`src/rtl/rom_word_loader_if.sv`:
```
// ROM write port between the word loader (master) and the SPI ROM controller (slave).
`timescale 1ns/1ps
interface rom_word_loader_if #(
    parameter int ADDR_WIDTH = 15
);
    // wr_req stays high while a word is pending. wr_addr/wr_data must hold until the cycle
    // in which wr_req && wr_ack are both high; that cycle transfers the word. wr_ack alone is ignored.
    logic                  wr_req;
    logic [ADDR_WIDTH-1:0] wr_addr;
    logic [15:0]           wr_data;
    logic                  wr_ack;

    modport master (output wr_req, output wr_addr, output wr_data, input wr_ack);
    modport slave  (input wr_req, input wr_addr, input wr_data, output wr_ack);
endinterface

```
`src/rtl/rom_word_loader.sv`:
```
// Packs UART bytes into 16-bit words (MSB first) and streams them through a small FIFO
// to consecutive ROM addresses, holding 'loading' until the image is committed.
`timescale 1ns/1ps
module rom_word_loader #(
    parameter int ADDR_WIDTH     = 15,
    parameter int MAX_WORDS      = 32768,
    parameter int FIFO_DEPTH     = 4,
    parameter int TIMEOUT_CYCLES = 100000
) (
    input  logic                clk,
    input  logic                reset_n,
    input  logic [7:0]          rx_data,
    input  logic                rx_valid,
    rom_word_loader_if.master   wr,
    output logic                loading,
    output logic                load_done,
    output logic [ADDR_WIDTH:0] word_count,
    output logic                error,
    output logic [1:0]          dbg_state
);
    localparam int PTR_W = $clog2(FIFO_DEPTH);
    localparam int CNT_W = PTR_W + 1;
    localparam int TMO_W = $clog2(TIMEOUT_CYCLES);
    localparam logic [TMO_W-1:0]      TMO_LAST  = TMO_W'(TIMEOUT_CYCLES - 1);
    localparam logic [TMO_W-1:0]      TMO_ONE   = TMO_W'(1);
    localparam logic [ADDR_WIDTH:0]   MAX_W     = (ADDR_WIDTH + 1)'(MAX_WORDS);
    localparam logic [ADDR_WIDTH:0]   WC_ONE    = (ADDR_WIDTH + 1)'(1);
    localparam logic [ADDR_WIDTH-1:0] ADDR_LAST = ADDR_WIDTH'(MAX_WORDS - 1);
    localparam logic [ADDR_WIDTH-1:0] ADDR_ONE  = ADDR_WIDTH'(1);
    localparam logic [CNT_W-1:0]      CNT_FULL  = CNT_W'(FIFO_DEPTH);
    localparam logic [CNT_W-1:0]      CNT_ONE   = CNT_W'(1);
    localparam logic [PTR_W-1:0]      PTR_ONE   = PTR_W'(1);

    typedef enum logic [1:0] {
        S_IDLE  = 2'd0,
        S_RECV  = 2'd1,
        S_DRAIN = 2'd2,
        S_DONE  = 2'd3
    } state_t;

    state_t                state_q, state_d;
    logic [TMO_W-1:0]      tmo_q, tmo_d;
    logic                  phase_q, phase_d;   // 1: high byte held, waiting for low byte
    logic [7:0]            hi_q, hi_d;
    logic [ADDR_WIDTH:0]   accepted_q, accepted_d;
    logic [ADDR_WIDTH-1:0] addr_q, addr_d;
    logic [ADDR_WIDTH:0]   word_count_q, word_count_d;
    logic                  error_q, error_d;
    logic                  load_done_q, load_done_d;
    logic [PTR_W-1:0]      wr_ptr_q, wr_ptr_d, rd_ptr_q, rd_ptr_d;
    logic [CNT_W-1:0]      count_q, count_d;
    logic [15:0]           mem_q [FIFO_DEPTH];
    logic [15:0]           mem_d [FIFO_DEPTH];

    logic pop, full, push_req, push_ok, load_start, error_set;

    assign pop  = (count_q != '0) && wr.wr_ack;
    assign full = (count_q == CNT_FULL);

    always_comb begin
        state_d      = state_q;
        tmo_d        = tmo_q;
        phase_d      = phase_q;
        hi_d         = hi_q;
        accepted_d   = accepted_q;
        addr_d       = addr_q;
        word_count_d = word_count_q;
        error_d      = error_q;
        load_done_d  = 1'b0;
        wr_ptr_d     = wr_ptr_q;
        rd_ptr_d     = rd_ptr_q;
        count_d      = count_q;
        mem_d        = mem_q;
        push_req     = 1'b0;
        push_ok      = 1'b0;
        load_start   = 1'b0;
        error_set    = 1'b0;

        case (state_q)
            S_IDLE, S_DONE: begin
                if (rx_valid) begin
                    state_d    = S_RECV;
                    load_start = 1'b1;
                    hi_d       = rx_data;
                    phase_d    = 1'b1;
                    tmo_d      = '0;
                end
            end
            S_RECV: begin
                if (rx_valid) begin
                    tmo_d = '0;
                    if (!phase_q) begin
                        hi_d    = rx_data;
                        phase_d = 1'b1;
                    end else begin
                        phase_d  = 1'b0;
                        push_req = 1'b1;
                    end
                end else if (tmo_q == TMO_LAST) begin
                    state_d = S_DRAIN;
                    tmo_d   = '0;
                    // A lone high byte at end of reception is discarded.
                    if (phase_q) begin
                        phase_d   = 1'b0;
                        error_set = 1'b1;
                    end
                end else begin
                    tmo_d = tmo_q + TMO_ONE;
                end
            end
            S_DRAIN: begin
                if (rx_valid) error_set = 1'b1;
                if ((count_q == '0) || ((count_q == CNT_ONE) && pop)) begin
                    state_d     = S_DONE;
                    load_done_d = 1'b1;
                end
            end
            default: state_d = S_IDLE;
        endcase

        // A full FIFO still takes the word when the head leaves on the same edge.
        if (push_req) begin
            if (accepted_q >= MAX_W)   error_set = 1'b1;
            else if (full && !pop)     error_set = 1'b1;
            else                       push_ok   = 1'b1;
        end

        if (push_ok) begin
            mem_d[wr_ptr_q] = {hi_q, rx_data};
            wr_ptr_d        = wr_ptr_q + PTR_ONE;
        end
        if (pop) rd_ptr_d = rd_ptr_q + PTR_ONE;
        count_d = count_q + (push_ok ? CNT_ONE : '0) - (pop ? CNT_ONE : '0);

        if (load_start) begin
            accepted_d   = '0;
            addr_d       = '0;
            word_count_d = '0;
            error_d      = 1'b0;
        end else begin
            if (error_set) error_d = 1'b1;
            if (push_ok) accepted_d = accepted_q + WC_ONE;
            if (pop) begin
                word_count_d = word_count_q + WC_ONE;
                if (addr_q != ADDR_LAST) addr_d = addr_q + ADDR_ONE;
            end
        end
    end

    always_ff @(posedge clk or negedge reset_n) begin
        if (!reset_n) begin
            state_q      <= S_IDLE;
            tmo_q        <= '0;
            phase_q      <= 1'b0;
            hi_q         <= '0;
            accepted_q   <= '0;
            addr_q       <= '0;
            word_count_q <= '0;
            error_q      <= 1'b0;
            load_done_q  <= 1'b0;
            wr_ptr_q     <= '0;
            rd_ptr_q     <= '0;
            count_q      <= '0;
            mem_q        <= '{default: '0};
        end else begin
            state_q      <= state_d;
            tmo_q        <= tmo_d;
            phase_q      <= phase_d;
            hi_q         <= hi_d;
            accepted_q   <= accepted_d;
            addr_q       <= addr_d;
            word_count_q <= word_count_d;
            error_q      <= error_d;
            load_done_q  <= load_done_d;
            wr_ptr_q     <= wr_ptr_d;
            rd_ptr_q     <= rd_ptr_d;
            count_q      <= count_d;
            mem_q        <= mem_d;
        end
    end

    assign wr.wr_req  = (count_q != '0);
    assign wr.wr_addr = addr_q;
    assign wr.wr_data = mem_q[rd_ptr_q];
    assign loading    = (state_q == S_RECV) || (state_q == S_DRAIN);
    assign load_done  = load_done_q;
    assign word_count = word_count_q;
    assign error      = error_q;
    assign dbg_state  = state_q;
endmodule
```
`src/flat_wrapper.sv`:
```
// flat-port wrapper written by rule: the top's interface ports become plain ports
module rom_word_loader_flat 
#(
    parameter int ADDR_WIDTH     = 15,
    parameter int MAX_WORDS      = 32768,
    parameter int FIFO_DEPTH     = 4,
    parameter int TIMEOUT_CYCLES = 100000
)
  (clk, reset_n, rx_data, rx_valid, loading, load_done, word_count, error, dbg_state, wr_wr_req, wr_wr_addr, wr_wr_data, wr_wr_ack);
  rom_word_loader_if #(.ADDR_WIDTH(ADDR_WIDTH)) wr_i ();
  input  logic clk;
  input  logic reset_n;
  input  logic [7:0] rx_data;
  input  logic rx_valid;
  output logic loading;
  output logic load_done;
  output logic [ADDR_WIDTH:0] word_count;
  output logic error;
  output logic [1:0] dbg_state;
  output wire logic [$bits(wr_i.wr_req)-1:0] wr_wr_req;
  output wire logic [$bits(wr_i.wr_addr)-1:0] wr_wr_addr;
  output wire logic [$bits(wr_i.wr_data)-1:0] wr_wr_data;
  input wire logic [$bits(wr_i.wr_ack)-1:0] wr_wr_ack;
  assign wr_wr_req = wr_i.wr_req;
  assign wr_wr_addr = wr_i.wr_addr;
  assign wr_wr_data = wr_i.wr_data;
  assign wr_i.wr_ack = wr_wr_ack;
  rom_word_loader #(.ADDR_WIDTH(ADDR_WIDTH), .MAX_WORDS(MAX_WORDS), .FIFO_DEPTH(FIFO_DEPTH), .TIMEOUT_CYCLES(TIMEOUT_CYCLES)) u_core (.clk(clk), .reset_n(reset_n), .rx_data(rx_data), .rx_valid(rx_valid), .wr(wr_i), .loading(loading), .load_done(load_done), .word_count(word_count), .error(error), .dbg_state(dbg_state));
endmodule
```
`config.mk`:
```
export PLATFORM = sky130hd
export DESIGN_NAME = rom_word_loader_flat
export DESIGN_NICKNAME = d
export VERILOG_FILES = /design/src/rtl/rom_word_loader_if.sv /design/src/rtl/rom_word_loader.sv /design/src/flat_wrapper.sv
export SDC_FILE = /design/constraint.sdc
export NUM_CORES = 1
export LEC_CHECK = 0
export CAP_MARGIN = 10
export CORE_MARGIN = 2
export CORE_UTILIZATION = 37
export CTS_BUF_LIST = sky130_fd_sc_hd__clkbuf_8 sky130_fd_sc_hd__clkbuf_16
export CTS_CLUSTER_DIAMETER = 120
export CTS_CLUSTER_SIZE = 12
export DETAILED_ROUTE_END_ITERATION = 7
export PLACE_DENSITY_LB_ADDON = 0.25
export RECOVER_POWER = 25
export SYNTH_ARGS = -nofsm -noshare
export SYNTH_HDL_FRONTEND = slang
export SYNTH_SLANG_ARGS = --single-unit
```
`constraint.sdc`:
```
create_clock -name clk -period 3.6 [get_ports clk]
set_input_delay 0.54 -clock clk [delete_from_list [all_inputs] [get_ports clk]]
set_output_delay 0.54 -clock clk [all_outputs]
set_load 0.02 [all_outputs]
```
-- Word level (Yosys, flattened, before mapping)
Cells that the tools add are included.
- register bits: 148
- latch bits: 0
- memory bits (writable): 0
- memory bits (read-only): 0
- input bits: 12
- output and inout port bits: 53
- logic and storage cells: 116
- memories: 0
- $add $sub $neg: 8
- multipliers: 0
- div/mod/pow operators: 0
- order comparisons: 4
- equal/unequal tests: 14
- shift-type cells: 0
- muxes and demuxes: 51
- bitwise logic cells: 2
- reduce and logical (&&, ||, !) cells: 21
- operator list (cell ; number):
    $mux W16 ; 7
    $bwmux W64 ; 1
    $mux W17 ; 3
    $mux W15 ; 3
    $pmux W17 S2 ; 1
    $add A16 B1 Y16 const B ; 2
    $bmux W16 S2 ; 1
    $demux W16 S2 ; 1
    $mux W8 ; 3
    $mux W1 ; 23
    $add A17 B1 Y17 const B ; 1
    $eq A17 B17 Y1 const B ; 1
    $ge A16 B16 Y1 const B ; 1
    $pmux W8 S2 ; 1
    $add A15 B1 Y15 const B ; 1
    $ne A15 B15 Y1 const B ; 1
    $reduce_bool A2 Y1 ; 5
    $mux W2 ; 4
    $ne A2 B2 Y1 const B ; 4
    $reduce_and A4 Y1 ; 2
    $ge A3 B3 Y1 const B ; 2
    $not A2 Y3 ; 2
    $pmux W2 S3 ; 1
    $add A2 B1 Y2 const B ; 2
    other kinds (19) ; 27

-- Longest topological paths before layout
- word-level depth: 10
- mapped depth: 9
- gate-level depth less buffers: 8

-- Worst setup path before layout
OpenSTA, ideal clock, no wires.
- path kind: register to register
- start: register u_core.count_q[2]
- end: register u_core.count_q[2]
- library setup time: 0.128 ns
- arrival: 2.341 ns
- required time: 3.472 ns
- path slack: 1.131 ns
- stages on the path, launching flop included: 10
- buffers on the path: 1
- clock period less this slack: 2.469 ns
- cells stage by stage: dfrtp_1 o31ai_4 inv_1 buf_2 ha_1 inv_1 ha_1 fa_1 xor2_1 xnor2_1
- longest elaborated chain between the ends: 10
- elaborated cells between the ends (all ways): 12
- classes of those cells: 2 x add/sub; 1 x eq/ne; 5 x mux; 4 x reduce/logical
- ends and longest elaborated chain (item ; line ; source):
    start, declared ; rom_word_loader.sv:51 ; logic [CNT_W-1:0] count_q, count_d;
    start signal, assigned ; rom_word_loader.sv:177 ; count_q <= count_d;
    $reduce_bool A3 Y1 * ; rom_word_loader.sv:57 ; assign pop = (count_q != '0) && wr.wr_ack;
    $logic_and A1 B1 Y1 * ; rom_word_loader.sv:57 ;
    named net u_core.pop ; rom_word_loader.sv:55 ; logic pop, full, push_req, push_ok, load_start, error_set;
    $logic_not A1 Y1 ; rom_word_loader.sv:124 ; else if (full && !pop) error_set = 1'b1;
    $logic_and A1 B1 Y1 ; rom_word_loader.sv:124 ;
    $mux W1 ; rom_word_loader.sv:124 ;
    $mux W1 ; rom_word_loader.sv:123 ; if (accepted_q >= MAX_W) error_set = 1'b1;
    $mux W1 ; rom_word_loader.sv:122 ; if (push_req) begin
    $mux W1 ; rom_word_loader.sv:133 ; count_d = count_q + (push_ok ? CNT_ONE : '0) - (pop ? CNT_ONE : '0);
    $add A3 B3 Y3 ; rom_word_loader.sv:133 ;
    $sub A3 B3 Y3 * ; rom_word_loader.sv:133 ;
    named net u_core.count_d[2] ; rom_word_loader.sv:51 ;
Mark *: on every way through the listed nets, which the timed path passes. The rest lies on a longest branch.
A chain may end at the register's enable or synchronous reset.

-- Final worst setup path
- start: register u_core.rd_ptr_q[1]
- end: output wr_wr_data[9]
- longest elaborated chain between the ends: 4
- ends and longest elaborated chain (item ; line ; source):
    start, declared ; rom_word_loader.sv:50 ; logic [PTR_W-1:0] wr_ptr_q, wr_ptr_d, rd_ptr_q, rd_ptr_d;
    start signal, assigned ; rom_word_loader.sv:176 ; rd_ptr_q <= rd_ptr_d;
    $not A2 Y3 (not written as such) ; rom_word_loader.sv:184 ; assign wr.wr_data = mem_q[rd_ptr_q];
    $bmux W16 S2 ; rom_word_loader.sv:184 ;
    $mux W16 (not written as such) (2 in series) ; rom_word_loader.sv:184 ;
    end, declared ; flat_wrapper.sv:22 ; output wire logic [$bits(wr_i.wr_data)-1:0] wr_wr_data;
Every way passes these cells. The select of a mux whose other input is x is not followed.

==> impl_metrics.py <==
metrics = {
    "outcome": {
        "status": "complete, but fails checks",
        "failed_checks": "max-capacitance violations, max-slew violations",
    },
    "die": {
        "die_y_um": 144.7,
        "die_x_um": 144.7,
        "start_util": 0.3761,
        "dieArea_mm2": 0.02093,
        "core_mm2": 0.01946,
        "rows": 51,
        "io_pins": 65,
    },
    "timing": {
        "slew_viol_final": 81,
        "grt_setup_unrepaired": "false",
        "fin_tns_setup_ns": 0,
        "clock_skew_ns": 0.008887,
        "finalSetupViolations": 0,
        "fmax_mhz": 347.8,
        "fin_crit_sh": 0.7988,
        "tightest_slew_ns": 2.005,
        "finalHoldViolCount": 0,
        "slew_headroom": -0.3364,
        "min_period_ns": 2.876,
    },
    "detailed_routing": {
        "wl_per_cell_um": 16.03,
        "routed_via_density": 5.080,
        "drtAntennaViolNets": 0,
        "vias": 4785,
        "drtIter0Drc": 324,
        "firstDrtPassIters": 4,
        "drc_errors": 0,
        "wl_mm": 15.10,
    },
    "yosys": {
        "synthFlopType": "dfrtp_1",
        "synth.avg_cell_area_um2": 12.24,
        "synth_seq_cells": 148,
        "syn_nets": 625,
        "syn_inst": 598,
        "synth_area_leaders": "dfrtp_1 51%, mux2_4 8.2%, mux2_2 4.9%, mux4_2 4.9%, xor2_1 3.7%",
        "synth.distinct_cells": 50,
        "async_flop_share": 1.000,
        "syn-cell-area_mm2": 0.007321,
        "yosysMostFrequentCell": "dfrtp_1",
        "yosysTopAreaCell": "dfrtp_1",
        "yosys.area.top_type_share": 0.5059,
        "synth_common_cells": "148 x dfrtp_1, 72 x nor2_1, 40 x mux2_4",
        "synth_edf_count": 0,
        "synth-seq-area-share": 0.5059,
        "synth_warnings": 0,
    },
    "clocking": {
        "insertion_delay_ns": 0.42,
        "cts_setup_buffers": 0,
        "clkSlewWorstSetupHoldPaths_ns": 0.06,
        "numCtsBuffers": 17,
        "cts_root_buf": "clkbuf_16",
        "clock_sinks": 148,
        "ctsHoldBuffers": 0,
        "htree_levels": 4,
        "ctsLongestPathBuffers": 2,
        "post_cts_resize_count": 0,
        "cts_tree": "built",
    },
    "worst_setup_path": {
        "cp_top_family": "flip-flops",
        "required_ns": 3.06,
        "cp_num_buf_inv": 1,
        "start_kind": "register",
        "crit_type": "reg2out",
        "slowest_stage": "dfrtp_1",
        "path_cells": "mux4_2 > clkdlybuf4s50_1",
        "max_stage_delay_ns": 0.91,
        "worst-path-max-fanout": 17,
        "cp_data_arrival_time_ns": 2.34,
        "worst_setup_path_end_kind": "primary output",
        "r2r_slack_ns": 0.88,
    },
    "worst_hold_path": {
        "hold_path.class": "reg2reg",
    },
    "power": {
        "peakVddDrop_uv": 308.4,
        "p_leak_uw": 0.003809,
        "pwr_density_cell_mw_per_mm2": 818.1,
        "power.total_uw": 7261,
    },
    "global_route": {
        "grt_pass1_wl_mm": 25.18,
        "first_global_vias": 4971,
        "grt_antenna_before_repair": 0,
        "grt_max_degree": 81,
        "gr-usage-all-layers": 0.1543,
        "overflow": 0,
    },
    "placement": {
        "globalplace.congestion": 0.8256,
        "post-dp-hpwl_mm": 10.02,
        "dpl-instance-area_mm2": 0.008217,
        "place.port_buffers": 64,
    },
    "layout": {
        "layout-drive-gt1-share": 0.2053,
        "final_nets": 692,
        "syn_to_final_growth_pct": 21.24,
        "diodes": 0,
        "fin_area_mm2": 0.008876,
    },
    "job": {
        "cap_violations": 1,
    },
}
-- logic make-up (layout without fill, tap and decap cells) --
group | count (synthesis) | in the layout | share of synthesized area
simple gates | 194 | 194 | 0.1364
fa+ha+maj | 15 | 15 | 0.02666
buf+inv | 44 | 123 | 0.03213
flops | 148 | 148 | 0.5059
xor+xnor | 58 | 58 | 0.06939
mux | 89 | 89 | 0.1819
compound gates | 50 | 50 | 0.04769
-- report_power, final --
| part | switching [uW] | total, uW | leakage (uW) | internal, uW |
|---|---|---|---|---|
| Sequential | 445 | 2620 | 0.00192 | 2170 |
| Combinational | 1210 | 2640 | 0.00156 | 1430 |
| Clock | 690 | 2000 | 0.000324 | 1310 |
| Total | 2350 | 7260 | 0.00381 | 4910 |
-- routing by layer --
layer,part of all wire,GRT usage,routed length (um),vias to the layer above
met3,0.034,0.03718,515,10
li1,-,-,-,2260
met4,0.0091,0.05263,138,0
met5,0,0,0,-
met2,0.49,0.2534,7448,73
met1,0.46,0.2012,6996,2442
-- registers in the layout, indices dropped and copies added, names as in the netlist --
name	flops
u_core.mem_q	64
u_core.tmo_q	17
u_core.accepted_q	16
u_core.word_count	16
u_core.wr.wr_addr	15
u_core.hi_q	8
u_core.count_q	3
u_core.dbg_state	2
u_core.rd_ptr_q	2
u_core.wr_ptr_q	2
u_core.error	1
u_core.load_done	1
u_core.phase_q	1
-- stage by stage --
stage	setup slack, ns	cells	utilization	hold slack (ns)
6_report	0.7244	942	0.4561	0.5079
5_1_grt	0.6404	942	0.4561	0.5178
4_1_cts	0.6949	942	0.4566	0.1815
3_5_place_dp	0.6222	911	0.4222	0.4909
3_3_place_gp	0.7102	911	0.4222	0.4843
2_1_floorplan	1.131	598	-	0.2444
-- area by class of cell --
type                    count  area [um^2]
fillers                  1745        10590
clock buffers              18        439.2
multi-input cells         406         3382
repair buffers             78        737.0
well taps                 265        331.6
flip-flops and latches    148         3704
inverters                  14        52.55
clock inverters            13        230.2
-- worst paths after layout --
path,start,endpoint,depth (start not counted)
worst max-delay path,u_core.rd_ptr_q[1],wr_wr_data[9],2
worst min-delay path,u_core.mem_q[49],u_core.mem_q[49],1
worst max register to register,u_core.dbg_state[1],u_core.mem_q[35],7
min in group asynchronous,reset_n,u_core.mem_q[55],1
worst min register to register,u_core.mem_q[49],u_core.mem_q[49],1
max in group asynchronous,reset_n,u_core.word_count[0],2
-- cells in the final DEF, fill, tap and decap left out, types with 7 or more instances in the layout --
cell,Yosys,routed
dfrtp_1,148,148
nor2_1,72,72
clkdlybuf4s50_1,0,63
mux2_4,40,40
mux2_2,32,32
xor2_1,31,31
xnor2_1,27,27
nand3_1,26,26
nand2_1,26,26
nand4_1,18,18
clkbuf_16,0,17
mux4_2,16,16
inv_1,14,15
o21ai_0,14,14
ha_1,14,14
buf_4,0,13
and3_1,11,11
a21oi_1,11,11
and4_1,8,8
and2_1,7,7
Power figures use the tool's default switching activity.
